`src/rtl/ddr_cmd_scheduler.sv`:
```
// DDR command scheduler: one outstanding RD/WR request, per-bank open-row tracking, refresh sequencing.
// Optional macro AUTO_REFRESH_EN adds an internal TREFI interval timer that raises refresh requests.
module ddr_cmd_scheduler #(
    parameter int ADDRWIDTH     = 17,
    parameter int BANKGROUPS    = 1,
    parameter int BGWIDTH       = (BANKGROUPS > 1) ? $clog2(BANKGROUPS) : 1,
    parameter int BANKSPERGROUP = 8,
    parameter int BAWIDTH       = $clog2(BANKSPERGROUP),
    parameter int COLWIDTH      = 10,
    parameter int TRCD          = 4,
    parameter int TRP           = 4,
    parameter int TRFC          = 16,
    parameter int TREFI         = 1024
) (
    input  logic                 ck_t,
    input  logic                 reset_n,
    input  logic                 req_valid,
    output logic                 req_ready,
    input  logic                 req_write,
    input  logic [BGWIDTH-1:0]   req_bg,
    input  logic [BAWIDTH-1:0]   req_ba,
    input  logic [ADDRWIDTH-1:0] req_row,
    input  logic [COLWIDTH-1:0]  req_col,
    input  logic                 ref_req,
    output logic                 ref_done,
    output logic                 cke,
    output logic                 cs_n,
    output logic                 act_n,
    output logic [ADDRWIDTH-1:0] addr,
    output logic [BAWIDTH-1:0]   ba,
    output logic [BGWIDTH-1:0]   bg,
    output logic [3:0]           dbg_state
);

    localparam int IDXW   = BGWIDTH + BAWIDTH;
    localparam int NBANKS = 1 << IDXW;
    localparam int TMAX_A = (TRCD > TRP) ? TRCD : TRP;
    localparam int TMAX   = (TMAX_A > TRFC) ? TMAX_A : TRFC;
    localparam int CNTW   = (TMAX > 1) ? $clog2(TMAX) : 1;

    localparam logic [3:0] CODE_PRE = 4'd3;
    localparam logic [3:0] CODE_RD  = 4'd4;
    localparam logic [3:0] CODE_REF = 4'd5;
    localparam logic [3:0] CODE_WR  = 4'd6;

    typedef enum logic [3:0] {
        IDLE      = 4'd0,
        PRE       = 4'd1,
        TRP_WAIT  = 4'd2,
        ACT       = 4'd3,
        TRCD_WAIT = 4'd4,
        CAS       = 4'd5,
        PRA       = 4'd6,
        REF       = 4'd7,
        TRFC_WAIT = 4'd8
    } state_t;

    state_t state, state_next;
    logic [CNTW-1:0] cnt, cnt_next;
    logic            ref_seq;
    logic            ref_pend;
    logic            ref_set;
    logic            cke_q;
    logic            accept;

    logic                 write_q;
    logic [BGWIDTH-1:0]   bg_q;
    logic [BAWIDTH-1:0]   ba_q;
    logic [ADDRWIDTH-1:0] row_q;
    logic [COLWIDTH-1:0]  col_q;

    logic [NBANKS-1:0]    bank_open;
    logic [ADDRWIDTH-1:0] bank_row [NBANKS];
    logic [IDXW-1:0]      req_idx, idx_q;

    logic                 cmd_cs_n, cmd_act_n;
    logic [ADDRWIDTH-1:0] cmd_addr;
    logic [BAWIDTH-1:0]   cmd_ba;
    logic [BGWIDTH-1:0]   cmd_bg;

    assign req_idx   = {req_bg, req_ba};
    assign idx_q     = {bg_q, ba_q};
    assign req_ready = cke_q && (state == IDLE) && !ref_pend;
    assign accept    = req_valid && req_ready;
    assign cke       = cke_q;
    assign dbg_state = state;

`ifdef AUTO_REFRESH_EN
    localparam int REFIW = (TREFI > 1) ? $clog2(TREFI) : 1;
    logic [REFIW-1:0] refi_cnt;
    logic             refi_tick;

    assign refi_tick = (refi_cnt == REFIW'(TREFI - 1));
    assign ref_set   = ref_req | refi_tick;

    always_ff @(posedge ck_t or negedge reset_n) begin
        if (!reset_n)       refi_cnt <= '0;
        else if (refi_tick) refi_cnt <= '0;
        else                refi_cnt <= refi_cnt + REFIW'(1);
    end
`else
    assign ref_set = ref_req;
`endif

    // Command states load their spacing count on entry so the following
    // command lands exactly N cycles later; REF loads TRFC on exit instead.
    always_comb begin
        state_next = state;
        cnt_next   = (cnt != '0) ? cnt - CNTW'(1) : cnt;
        case (state)
            IDLE: begin
                if (cke_q) begin
                    if (ref_pend) begin
                        state_next = (|bank_open) ? PRA : REF;
                    end else if (req_valid) begin
                        if (!bank_open[req_idx])                state_next = ACT;
                        else if (bank_row[req_idx] == req_row) state_next = CAS;
                        else                                   state_next = PRE;
                    end
                end
            end
            PRE, PRA:  state_next = (cnt != '0) ? TRP_WAIT : ((state == PRA) ? REF : ACT);
            TRP_WAIT:  if (cnt == '0) state_next = ref_seq ? REF : ACT;
            ACT:       state_next = (cnt != '0) ? TRCD_WAIT : CAS;
            TRCD_WAIT: if (cnt == '0) state_next = CAS;
            CAS:       state_next = IDLE;
            REF:       state_next = TRFC_WAIT;
            TRFC_WAIT: if (cnt == '0) state_next = IDLE;
            default:   state_next = IDLE;
        endcase
        if (state_next != state) begin
            case (state_next)
                ACT:       cnt_next = CNTW'(TRCD - 1);
                PRE, PRA:  cnt_next = CNTW'(TRP - 1);
                TRFC_WAIT: cnt_next = CNTW'(TRFC - 1);
                default:   ;
            endcase
        end
    end

    always_comb begin
        cmd_cs_n  = 1'b1;
        cmd_act_n = 1'b1;
        cmd_addr  = '0;
        cmd_ba    = '0;
        cmd_bg    = '0;
        case (state)
            ACT: begin
                cmd_cs_n  = 1'b0;
                cmd_act_n = 1'b0;
                cmd_addr  = row_q;
                cmd_ba    = ba_q;
                cmd_bg    = bg_q;
            end
            PRE: begin
                cmd_cs_n = 1'b0;
                cmd_addr[ADDRWIDTH-1 -: 4] = CODE_PRE;
                cmd_ba   = ba_q;
                cmd_bg   = bg_q;
            end
            PRA: begin
                cmd_cs_n = 1'b0;
                cmd_addr[ADDRWIDTH-1 -: 4] = CODE_PRE;
                cmd_addr[10] = 1'b1;
            end
            CAS: begin
                cmd_cs_n = 1'b0;
                cmd_addr[ADDRWIDTH-1 -: 4] = write_q ? CODE_WR : CODE_RD;
                cmd_addr[COLWIDTH-1:0]     = col_q;
                cmd_ba   = ba_q;
                cmd_bg   = bg_q;
            end
            REF: begin
                cmd_cs_n = 1'b0;
                cmd_addr[ADDRWIDTH-1 -: 4] = CODE_REF;
            end
            default: ;
        endcase
    end

    always_ff @(posedge ck_t or negedge reset_n) begin
        if (!reset_n) begin
            state     <= IDLE;
            cnt       <= '0;
            ref_seq   <= 1'b0;
            ref_pend  <= 1'b0;
            cke_q     <= 1'b0;
            write_q   <= 1'b0;
            bg_q      <= '0;
            ba_q      <= '0;
            row_q     <= '0;
            col_q     <= '0;
            bank_open <= '0;
            for (int i = 0; i < NBANKS; i++) bank_row[i] <= '0;
            cs_n      <= 1'b1;
            act_n     <= 1'b1;
            addr      <= '0;
            ba        <= '0;
            bg        <= '0;
            ref_done  <= 1'b0;
        end else begin
            state <= state_next;
            cnt   <= cnt_next;
            cke_q <= 1'b1;
            if (state == PRA)      ref_seq <= 1'b1;
            else if (state == PRE) ref_seq <= 1'b0;
            // A request arriving while refresh is already pending is simply absorbed.
            if (state == REF)  ref_pend <= 1'b0;
            else if (ref_set)  ref_pend <= 1'b1;
            if (accept) begin
                write_q <= req_write;
                bg_q    <= req_bg;
                ba_q    <= req_ba;
                row_q   <= req_row;
                col_q   <= req_col;
            end
            case (state)
                ACT: begin
                    bank_open[idx_q] <= 1'b1;
                    bank_row[idx_q]  <= row_q;
                end
                PRE:      bank_open[idx_q] <= 1'b0;
                PRA, REF: bank_open <= '0;
                default:  ;
            endcase
            cs_n     <= cmd_cs_n;
            act_n    <= cmd_act_n;
            addr     <= cmd_addr;
            ba       <= cmd_ba;
            bg       <= cmd_bg;
            ref_done <= (state == REF);
        end
    end

endmodule

```
`config.mk`:
```
export PLATFORM = sky130hd
export DESIGN_NAME = ddr_cmd_scheduler
export DESIGN_NICKNAME = d
export VERILOG_FILES = /design/src/rtl/ddr_cmd_scheduler.sv
export SDC_FILE = /design/constraint.sdc
export NUM_CORES = 1
export LEC_CHECK = 0
export ABC_AREA = 1
export ABC_CLOCK_PERIOD_IN_PS = 6000
export CAP_MARGIN = 20
export CORE_UTILIZATION = 30
export CTS_CLUSTER_DIAMETER = 30
export DETAILED_ROUTE_END_ITERATION = 10
export PLACE_DENSITY = 0.5
export SLEW_MARGIN = 20
export SYNTH_ARGS = -nofsm -noshare
export SYNTH_HDL_FRONTEND = slang
export SYNTH_SLANG_ARGS = --single-unit
```
`constraint.sdc`:
```
create_clock -name ck_t -period 6 [get_ports ck_t]
set_input_delay 0.9 -clock ck_t [delete_from_list [all_inputs] [get_ports ck_t]]
set_output_delay 0.9 -clock ck_t [all_outputs]
set_load 0.02 [all_outputs]
```
* After elaboration in Yosys (flattened, before gate mapping) *
Cells that the tools add are included.

cells by class
  magnitude comparators = 6
  add/subtract/negate cells = 1
  eq/ne operators = 14
  reduce and logical (&&, ||, !) cells = 18
  muxes and demuxes = 41
  bitwise operators = 5

operator list
  operator              count
  $bwmux W272           1
  $bmux W17 S4          1
  $demux W17 S4         1
  $mux W17              3
  $pmux W16 S3          1
  $mux W4               8
  $pmux W4 S7           1
  $eq A4 B3 Y1 const B  5
  $pmux W10 S2          1
  $mux W3               6
  $eq A17 B17 Y1        1
  $and A16 B16 Y16      1
  $not A16 Y16          1
  $or A16 B16 Y16       1
  $pmux W4 S4           1
  $reduce_or A16 Y1     1
  $eq A4 B2 Y1 const B  3
  $mux W1               11
  $ge A5 B5 Y1 const B  2
  $lt A4 B5 Y1 const B  2
  $not A4 Y5            2
  $eq A4 B1 Y1 const B  2
  $eq A4 B4 Y1 const B  2
  $logic_not A4 Y1      2
  17 further kinds      25

word-level totals
  register bits after elaboration = 355
  logic and storage cells = 118
  input bits = 36
  output and inout port bits = 30

* Logic depth before layout (Yosys ltp) *
Gate-level depths: netlist of the first run.

  depth in word-level cells = 15
  gate-level depth with buffers = 23
  depth with buffers taken out = 20

* Least setup slack after synthesis of the first run *
Ideal clock, no wire load.

  kind = input-to-reg
  start point = input port req_ba[1]
  end point = register cnt[2]
  setup time = 0.119 ns
  stages = 19
  buffers on the path = 3
  slack = 3.446 ns
  required time = 5.881 ns
  arrival = 2.435 ns
  cells stage by stage = buf_2 inv_2 buf_6 buf_4 nand3_1 nand3_1 nand3_1 a21oi_1 nand2_1 nor2_1 nand2_1 nor2_1 nand3_1 nand2_1 nand2_1 nand3_1 nand3_2 nand2_1 nand2_1

between the ends
  cells in the longest elaborated chain, start to end = 15
  elaborated cells on any way between the ends = 21

ends and longest elaborated chain
  item                                          line  RTL
  start, declared                               21    input logic [BAWIDTH-1:0] req_ba,
  $not A4 Y5 (implied by the code)              117   else if (bank_row[req_idx] == req_row) state_next = CAS;
  $bmux W17 S4                                  117
  $mux W17 (implied by the code) (2 in series)  117
  $eq A17 B17 Y1                                117
  $mux W3                                       117
  $mux W3 (*)                                   116   if (!bank_open[req_idx]) state_next = ACT;
  $mux W4 (*)                                   115   end else if (req_valid) begin
  $mux W4 (*)                                   113   if (ref_pend) begin
  $mux W4 (*)                                   112   if (cke_q) begin
  $pmux W4 S7 (*)                               110   case (state)
  $eq A4 B1 Y1 (tied with other cells)          132   case (state_next)
  $reduce_or A3 Y1 (no source line)             n/a
  $pmux W4 S2                                   132
  $mux W4 (*)                                   131   if (state_next != state) begin
  named net cnt_next[2]                         59    logic [CNTW-1:0] cnt, cnt_next;
  end signal, assigned                          203   cnt <= cnt_next;
  end, declared                                 59

The timed path passes the listed nets; every way through them passes the cells marked *. The select of a mux whose other input is x is not followed.
A chain may end at the register's enable or synchronous reset.

* Final worst setup path of the first run *
  start point = input port req_ba[0]
  end point = register cnt[2]

Same word-level chain as after synthesis.

==> results of run 1 <==
cell families (layout without fill, tap and decap cells):
group	after synthesis	in the layout	share of synthesized area
xor+xnor	1	1	0.000527
simple gates	1051	1051	0.253
fa+ha+maj	1	1	0.000753
compound gates	412	412	0.129
flops	355	355	0.535
other cells	1	1	0.000226
buf+inv	317	449	0.0817
per-stage QoR:
stage,worst slack [ns],util
2_1_floorplan,3.45,-
3_3_place_gp,1.77,0.327
3_5_place_dp,1.75,0.327
4_1_cts,2.38,0.389
5_1_grt,2.11,0.389
6_report,2.34,0.389
how the worst min path moves through the flow:
stage	slack [ns]	depth (start not counted)	to
after global placement	0.46	2	bank_row[12]$_DFFE_PN0P_
after floorplan	0.45	2	bank_row[12]$_DFFE_PN0P_
final	0.33	1	bank_row[42]$_DFFE_PN0P_
after CTS	0.36	1	bank_row[42]$_DFFE_PN0P_
after detailed placement	0.47	2	bank_row[25]$_DFFE_PN0P_
after global routing	0.38	1	bank_row[42]$_DFFE_PN0P_
sequential cells by signal, summed over array words and instances (netlist names), 3 cells and up:
name / flops
col_q: 10
row_q: 17
ba: 3
dbg_state: 4
addr: 17
ba_q: 3
bank_open: 16
cnt: 4
bank_row: 272
Yosys cell counts, drive strengths merged:
| library cell | instances |
|---|---|
| nand2 | 733 |
| o21ai | 373 |
| dfrtp | 353 |
| inv | 180 |
| nand3 | 159 |
| nor2 | 143 |
| clkbuf | 84 |
| buf | 51 |
| o211ai | 20 |
| o22ai | 10 |
| nand3b | 6 |
| a21oi | 5 |
| nor4 | 3 |
| clkinv | 2 |
| dfstp | 2 |
| nand4 | 2 |
| nor3 | 2 |
| or2 | 2 |
| a2111oi | 1 |
| a21o | 1 |
| conb | 1 |
| ha | 1 |
| nor3b | 1 |
| o21a | 1 |
| o221ai | 1 |
| xor2 | 1 |
report_power, final:
part | total [W] | internal (W) | switching (W)
logic | 0.00238 | 0.000794 | 0.00159
clock network | 0.00534 | 0.00385 | 0.00148
registers | 0.00370 | 0.00327 | 0.000430
per-layer routing:
layer / vias up / share of wire
met1: 6904 / 0.46
li1: 6945 / -
met5: - / 0
met2: 382 / 0.46
met4: 0 / 0.033
met3: 110 / 0.052
area by class of cell:
| cell class | instances | area, sq um |
|---|---|---|
| clock buffer | 129 | 2690 |
| clock inverter | 44 | 704 |
| fill | 5574 | 33100 |
| inverter | 182 | 686 |
| multi-input combinational | 1466 | 6370 |
| sequential | 355 | 8890 |
| tap | 696 | 871 |
| timing repair buffer | 94 | 911 |
==> impl_metrics.csv, run 1 <==
group,metric,value,unit
run_status,status,"finished clean",
worst_setup_path,r2r-start,"cnt[0]$_DFF_PN0_",
global_route,grt_pass1_wl,83900,microns
synth,seq_area_frac_synth,0.535,
final_layout,drive_gt1_frac,0.0877,
sta,max_freq,274,MHz
sta,tns,0,ns
synth,yosys_warnings,0,
worst_setup_path,path_cells,"buf_4 > inv_4 > buf_4 > nand2_1 > nand3_1 > nand3_1 > nand3_1 > a21oi_1 > nand2_1 > nor2_1 > nand2_1 > nor2_1 > nand3_1 > nand2_1 > nand2_1 > nand3_1 > nand3_2 > nand2_1 > nand2_1",
min_path,hold_path.class,"input pin to asynchronous set/reset pin",
sta,period_share,0.609,
worst_setup_path,path_depth,19,
place,port_buffers,65,
power,p_leak,10.2,nW
sta,hold_viol,0,
route,wirelength,53800,microns
final_layout,final_cell_mix,"732 x nand2_1, 356 x o21ai_0, 353 x dfrtp_1, 177 x inv_1, 158 x nand3_1",
worst_setup_path,r2r_end,"cnt[2]$_DFF_PN0_",
worst_setup_path,cp-startpoint,"req_ba[0]",
global_route,grt_pass1_vias,14100,
clock_network,path_clk_slew,0.04,ns
global_route,grt_max_degree,143,
worst_setup_path,cp_num_buf_inv,3,
route,vias,14300,
worst_setup_path,crit_top_cell,"nand2_1",
clock_network,cts_tree,"done",
sta,skew,0.0241,ns
floorplanning,rows,85,
route,routedWlPerCell,18.1,microns
place,dp.cells,2793,
power,power,0.0114,W
synth,ys_top_cells_by_area,"dfrtp_1 53%, nand2_1 17%, o21ai_0 11%, nand3_1 4.8%, inv_1 4.0%",
worst_setup_path,r2r_cells,11,
worst_setup_path,cp-start-kind,"input pin",
final_layout,final_cells,2966,
clock_network,cts_setup_buffers,0,
final_layout,n_antenna_cell,0,
sta,setup_viol,0,
final_layout,nets,2229,
final_layout,area_growth,27.1,%
global_route,antenna_found_initial,1,
place,dpl.hpwl,30500,microns
global_route,grt_usage,0.196,
sta,period_needed,3.66,ns
worst_setup_path,reg2reg_slack,3.56,ns
clock_network,cts_buffers,93,
clock_network,worstSkewPairLatency,0.62,ns
sta,tightestPinTransition,1.11,ns
synth,synth_fp_nets,2175,
route,firstDrtPassIters,6,
route,drtIter0Drc,1221,
synth,synth_cell_types,35,
sta,slew_viol_final,0,
clock_network,numClockSinks,355,
global_route,gr-total-overflow,0,
route,via_per_inst,4.84,
global_route,globalRouteMet1Util,0.258,
worst_setup_path,crit_arrival,4.13,ns
global_route,met2_usage,0.310,
clock_network,cts_max_level,3,
worst_setup_path,path_class,"input pin to flip-flop",
final_layout,final_common_cell,"nand2_1",
worst_setup_path,cp_max_fo,53,
floorplanning,die_x,237,microns
clock_network,cts_root_buf,"clkbuf_16",
worst_setup_path,endpoint,"cnt[2]$_DFF_PN0_",
floorplanning,io_pins,66,
clock_network,cts_resized,0,
floorplanning,dieArea,56300,sq um
synth,syn_avg_cell_area,7.77,sq um
floorplanning,die_h,237,microns
global_route,grt_busiest_layer,"met2",
synth,synth_top_cell_area_share,0.532,
clock_network,cts_hold_buf,0,
clock_network,cts.path.max_buffers,3,
final_layout,fin_area,21100,sq um
worst_setup_path,crit_slowest_cell,"buf_4",
worst_setup_path,cp-end-kind,"flip-flop",
synth,syn_inst,2138,
synth,synth_top_area_cell,"dfrtp_1",
worst_setup_path,path_delay_family,"simple AND/OR/NAND/NOR gates",
global_route,grtUsageMet3,0.0376,
power,ir_drop,0.000256,V
flow_run,cap_viol_max_count,0,
worst_setup_path,slowest_delay,0.53,ns
sta,rsz0062_at_grt,"no",
power,powerDensity,541,nW/um^2
synth,netlist_area,16600,sq um
floorplanning,initial_core_util,0.306,
place,gp_congestion,0.806,
sta,slew_headroom,0.261,
place,place_area,17700,sq um
sta,holdWs,0.329,ns
synth,ys_seq_elements,355,
floorplanning,core,54200,sq um
worst_setup_path,required,6.48,ns
route,drcViolationCount,0,
route,postRouteAntennaNets,0,
(Power assumes the default switching activity.)
==> run 2, diff against run 1 <==
--- a/config.mk
+++ b/config.mk
@@ -6,12 +6,12 @@
 export NUM_CORES = 1
 export LEC_CHECK = 0
 export ABC_AREA = 1
-export ABC_CLOCK_PERIOD_IN_PS = 6000
+export ABC_CLOCK_PERIOD_IN_PS = 3250
 export CAP_MARGIN = 20
 export CORE_UTILIZATION = 30
 export CTS_CLUSTER_DIAMETER = 30
 export DETAILED_ROUTE_END_ITERATION = 10
-export PLACE_DENSITY = 0.5
+export PLACE_DENSITY = 0.52
 export SLEW_MARGIN = 20
 export SYNTH_ARGS = -nofsm -noshare
 export SYNTH_HDL_FRONTEND = slang
==> constraint.sdc (replaced) <==
create_clock -name ck_t -period 3.25 [get_ports ck_t]
set_input_delay 0.4875 -clock ck_t [delete_from_list [all_inputs] [get_ports ck_t]]
set_output_delay 0.4875 -clock ck_t [all_outputs]
set_load 0.02 [all_outputs]
==> run 2 against run 1 <==
  * Flip-flop and latch count is the same
  * Clock skew down 0.0056 ns
  * Final area increased by 0.74%
  * First-iteration DRC count down 17%
  * Hold slack better by 0.10 ns
  * Die area stayed put
  * Cell count increased by 0.24%
  * Critical path depth is 13 lower
  * Register-to-register slack got worse by 2.9 ns
  * Via count down 0.24%
  * Clock power is 79% higher
  * Worst setup slack got worse by 2.0 ns
  * Highest routed layer unchanged
==> impl_metrics.csv, run 2 (synthesis gave the netlist of run 1 again) <==
group,metric,value,unit
place,port_buffers,65,
min_path,hold_path.class,"input pin to asynchronous set/reset pin",
sta,period_needed,2.91,ns
clock_network,cts_setup_buffers,0,
clock_network,cts_buffers,87,
floorplanning,rows,85,
power,combPwrFrac,0.211,
sta,slew_headroom,0.488,
route,drtIter0Drc,1010,
flow_run,cap_viol_max_count,0,
worst_setup_path,required,2.76,ns
floorplanning,io_pins,66,
worst_setup_path,path_cells,"nor2_1 > inv_1 > nor2_1 > nand2_1 > nor2_1 > clkdlybuf4s50_1",
final_layout,area_growth,28.1,%
global_route,grt_pass1_vias,14200,
final_layout,nets,2244,
floorplanning,core,54200,sq um
final_layout,regMostFlops,"bank_row",
place,dp_slack,-0.107,ns
sta,skew,0.0185,ns
worst_setup_path,crit_slowest_cell,"clkdlybuf4s50_1",
sta,max_freq,344,MHz
sta,hold_viol,0,
worst_setup_path,slowest_delay,0.61,ns
power,power,0.0208,W
final_layout,drive_gt1_frac,0.0922,
global_route,grt_usage,0.190,
power,p_sw,0.00638,W
global_route,gr-total-overflow,0,
route,vias,14300,
final_layout,final_cells,2973,
global_route,grt_pass1_wl,82100,microns
final_layout,reg.largest.list,"bank_row x272, addr x17, row_q x17",
worst_setup_path,cp-start-kind,"flip-flop",
sta,slew_viol_final,0,
worst_setup_path,crit_arrival,2.42,ns
route,firstDrtPassIters,6,
clock_network,worstSkewPairLatency,0.61,ns
floorplanning,initial_core_util,0.306,
place,gp_congestion,0.830,
power,powerDensity,976,nW/um^2
route,wirelength,52100,microns
power,ir_drop,0.000414,V
final_layout,fin_area,21300,sq um
sta,period_share,0.896,
power,p_leak,10.2,nW
sta,tightestPinTransition,0.748,ns
final_layout,largest_register_ffs,272,
route,postRouteAntennaNets,0,
clock_network,cts_tree,"done",
sta,rsz0062_at_grt,"no",
global_route,antenna_found_initial,0,
final_layout,final_cell_mix,"732 x nand2_1, 356 x o21ai_0, 353 x dfrtp_1, 177 x inv_1, 158 x nand3_1",
place,place_area,18000,sq um
worst_setup_path,path_class,"flip-flop to output port",
clock_network,path_clk_slew,0.04,ns
route,drcViolationCount,0,
place,dpl.hpwl,30400,microns
floorplanning,dieArea,56300,sq um
power,switching_share,0.307,
power,seq_power_share,0.329,
worst_setup_path,cp_max_fo,7,
sta,setup_ws,0.339,ns
final_layout,n_antenna_cell,0,
route,routedWlPerCell,17.5,microns
clock_network,cts_max_level,3,
final_layout,fillCellCount,5505,
route,via_per_inst,4.81,
floorplanning,die_h,237,microns
worst_setup_path,r2r_cells,17,
clock_network,numClockSinks,355,
power,internal_power,0.0144,W
final_layout,final_common_cell,"nand2_1",
worst_setup_path,cp-end-kind,"output port",
worst_setup_path,crit_top_cell,"nor2_1",
sta,setup_viol,0,
clock_network,cts.path.max_buffers,3,
run_status,status,"finished clean",
place,dp.cells,2813,
power,p_clk_frac,0.459,
clock_network,cts_root_buf,"clkbuf_16",
floorplanning,die_x,237,microns
global_route,grt_max_degree,93,
[run 2: changes by cell type in the layout (fill, tap and decap cells not counted), sizes merged]
cell	before	now
bufinv	18	19
clkbuf	129	116
dlygate4sd3	0	1
buf	33	53
inv	185	183
[run 2: path summary, 6_finish.rpt]
check                      slack [ns]                       from                         to
max                              0.34     dbg_state[0]$_DFF_PN0_                  req_ready
min                              0.43                    reset_n   bank_row[45]$_DFFE_PN0P_
max reg2reg                      0.70  bank_open[13]$_DFFE_PN0P_           cnt[3]$_DFF_PN0_
min reg2reg                      0.48  bank_row[188]$_DFFE_PN0P_  bank_row[188]$_DFFE_PN0P_
max in group asynchronous        1.95                    reset_n       row_q[0]$_DFFE_PN0P_
min in group ck_t                0.45                 req_col[9]       col_q[9]$_DFFE_PN0P_
[run 2: per-layer routing]
layer	part of all wire	track usage
met5	0	0
met4	0.030	0.0770
met3	0.047	0.0300
met2	0.48	0.317
met1	0.45	0.245
[run 2: layout make-up]
cell class | instances | area (sq um) | share of cell area
sequential | 355 | 8890 | 0.418
multi-input combinational | 1466 | 6370 | 0.300
clock buffer | 116 | 2490 | 0.117
timing repair buffer | 115 | 1200 | 0.0562
tap | 696 | 871 | 0.0409
clock inverter | 43 | 772 | 0.0363
inverter | 182 | 686 | 0.0322
[run 2: metrics by stage]
stage	hold slack, ns	utilization	setup TNS (ns)
after floorplan	0.192	-	0
after global placement	0.463	0.332	-0.410
after detailed placement	0.458	0.332	-0.387
after CTS	0.417	0.392	0
after global routing	0.454	0.392	0
final	0.432	0.392	0
[run 2: timing repair]
item / in CTS / in global routing
hold endpoints to repair: 47 / 0
hold buffers: 1 / 0
resized for setup: 0 / 0
[run 2: worst max-delay path: cells and delay by family, from the launching register on]
kind / cells / cell delay [ns]
and+or+nand+nor: 4 / 0.71
buffers and inverters: 2 / 0.68
DFF: 1 / 0.44
[run 2: power groups by stage]
| stage | sequential (W) | clock [W] | combinational, W |
|---|---|---|---|
| final | 0.00684 | 0.00954 | 0.00438 |
| after global routing | 0.00704 | 0.00992 | 0.00509 |
| after CTS | 0.00683 | 0.00968 | 0.00442 |
| after detailed placement | 0.00687 | 0 | 0.00440 |
| after global placement | 0.00684 | 0 | 0.00433 |
| after floorplan | 0.00679 | 0 | 0.00296 |
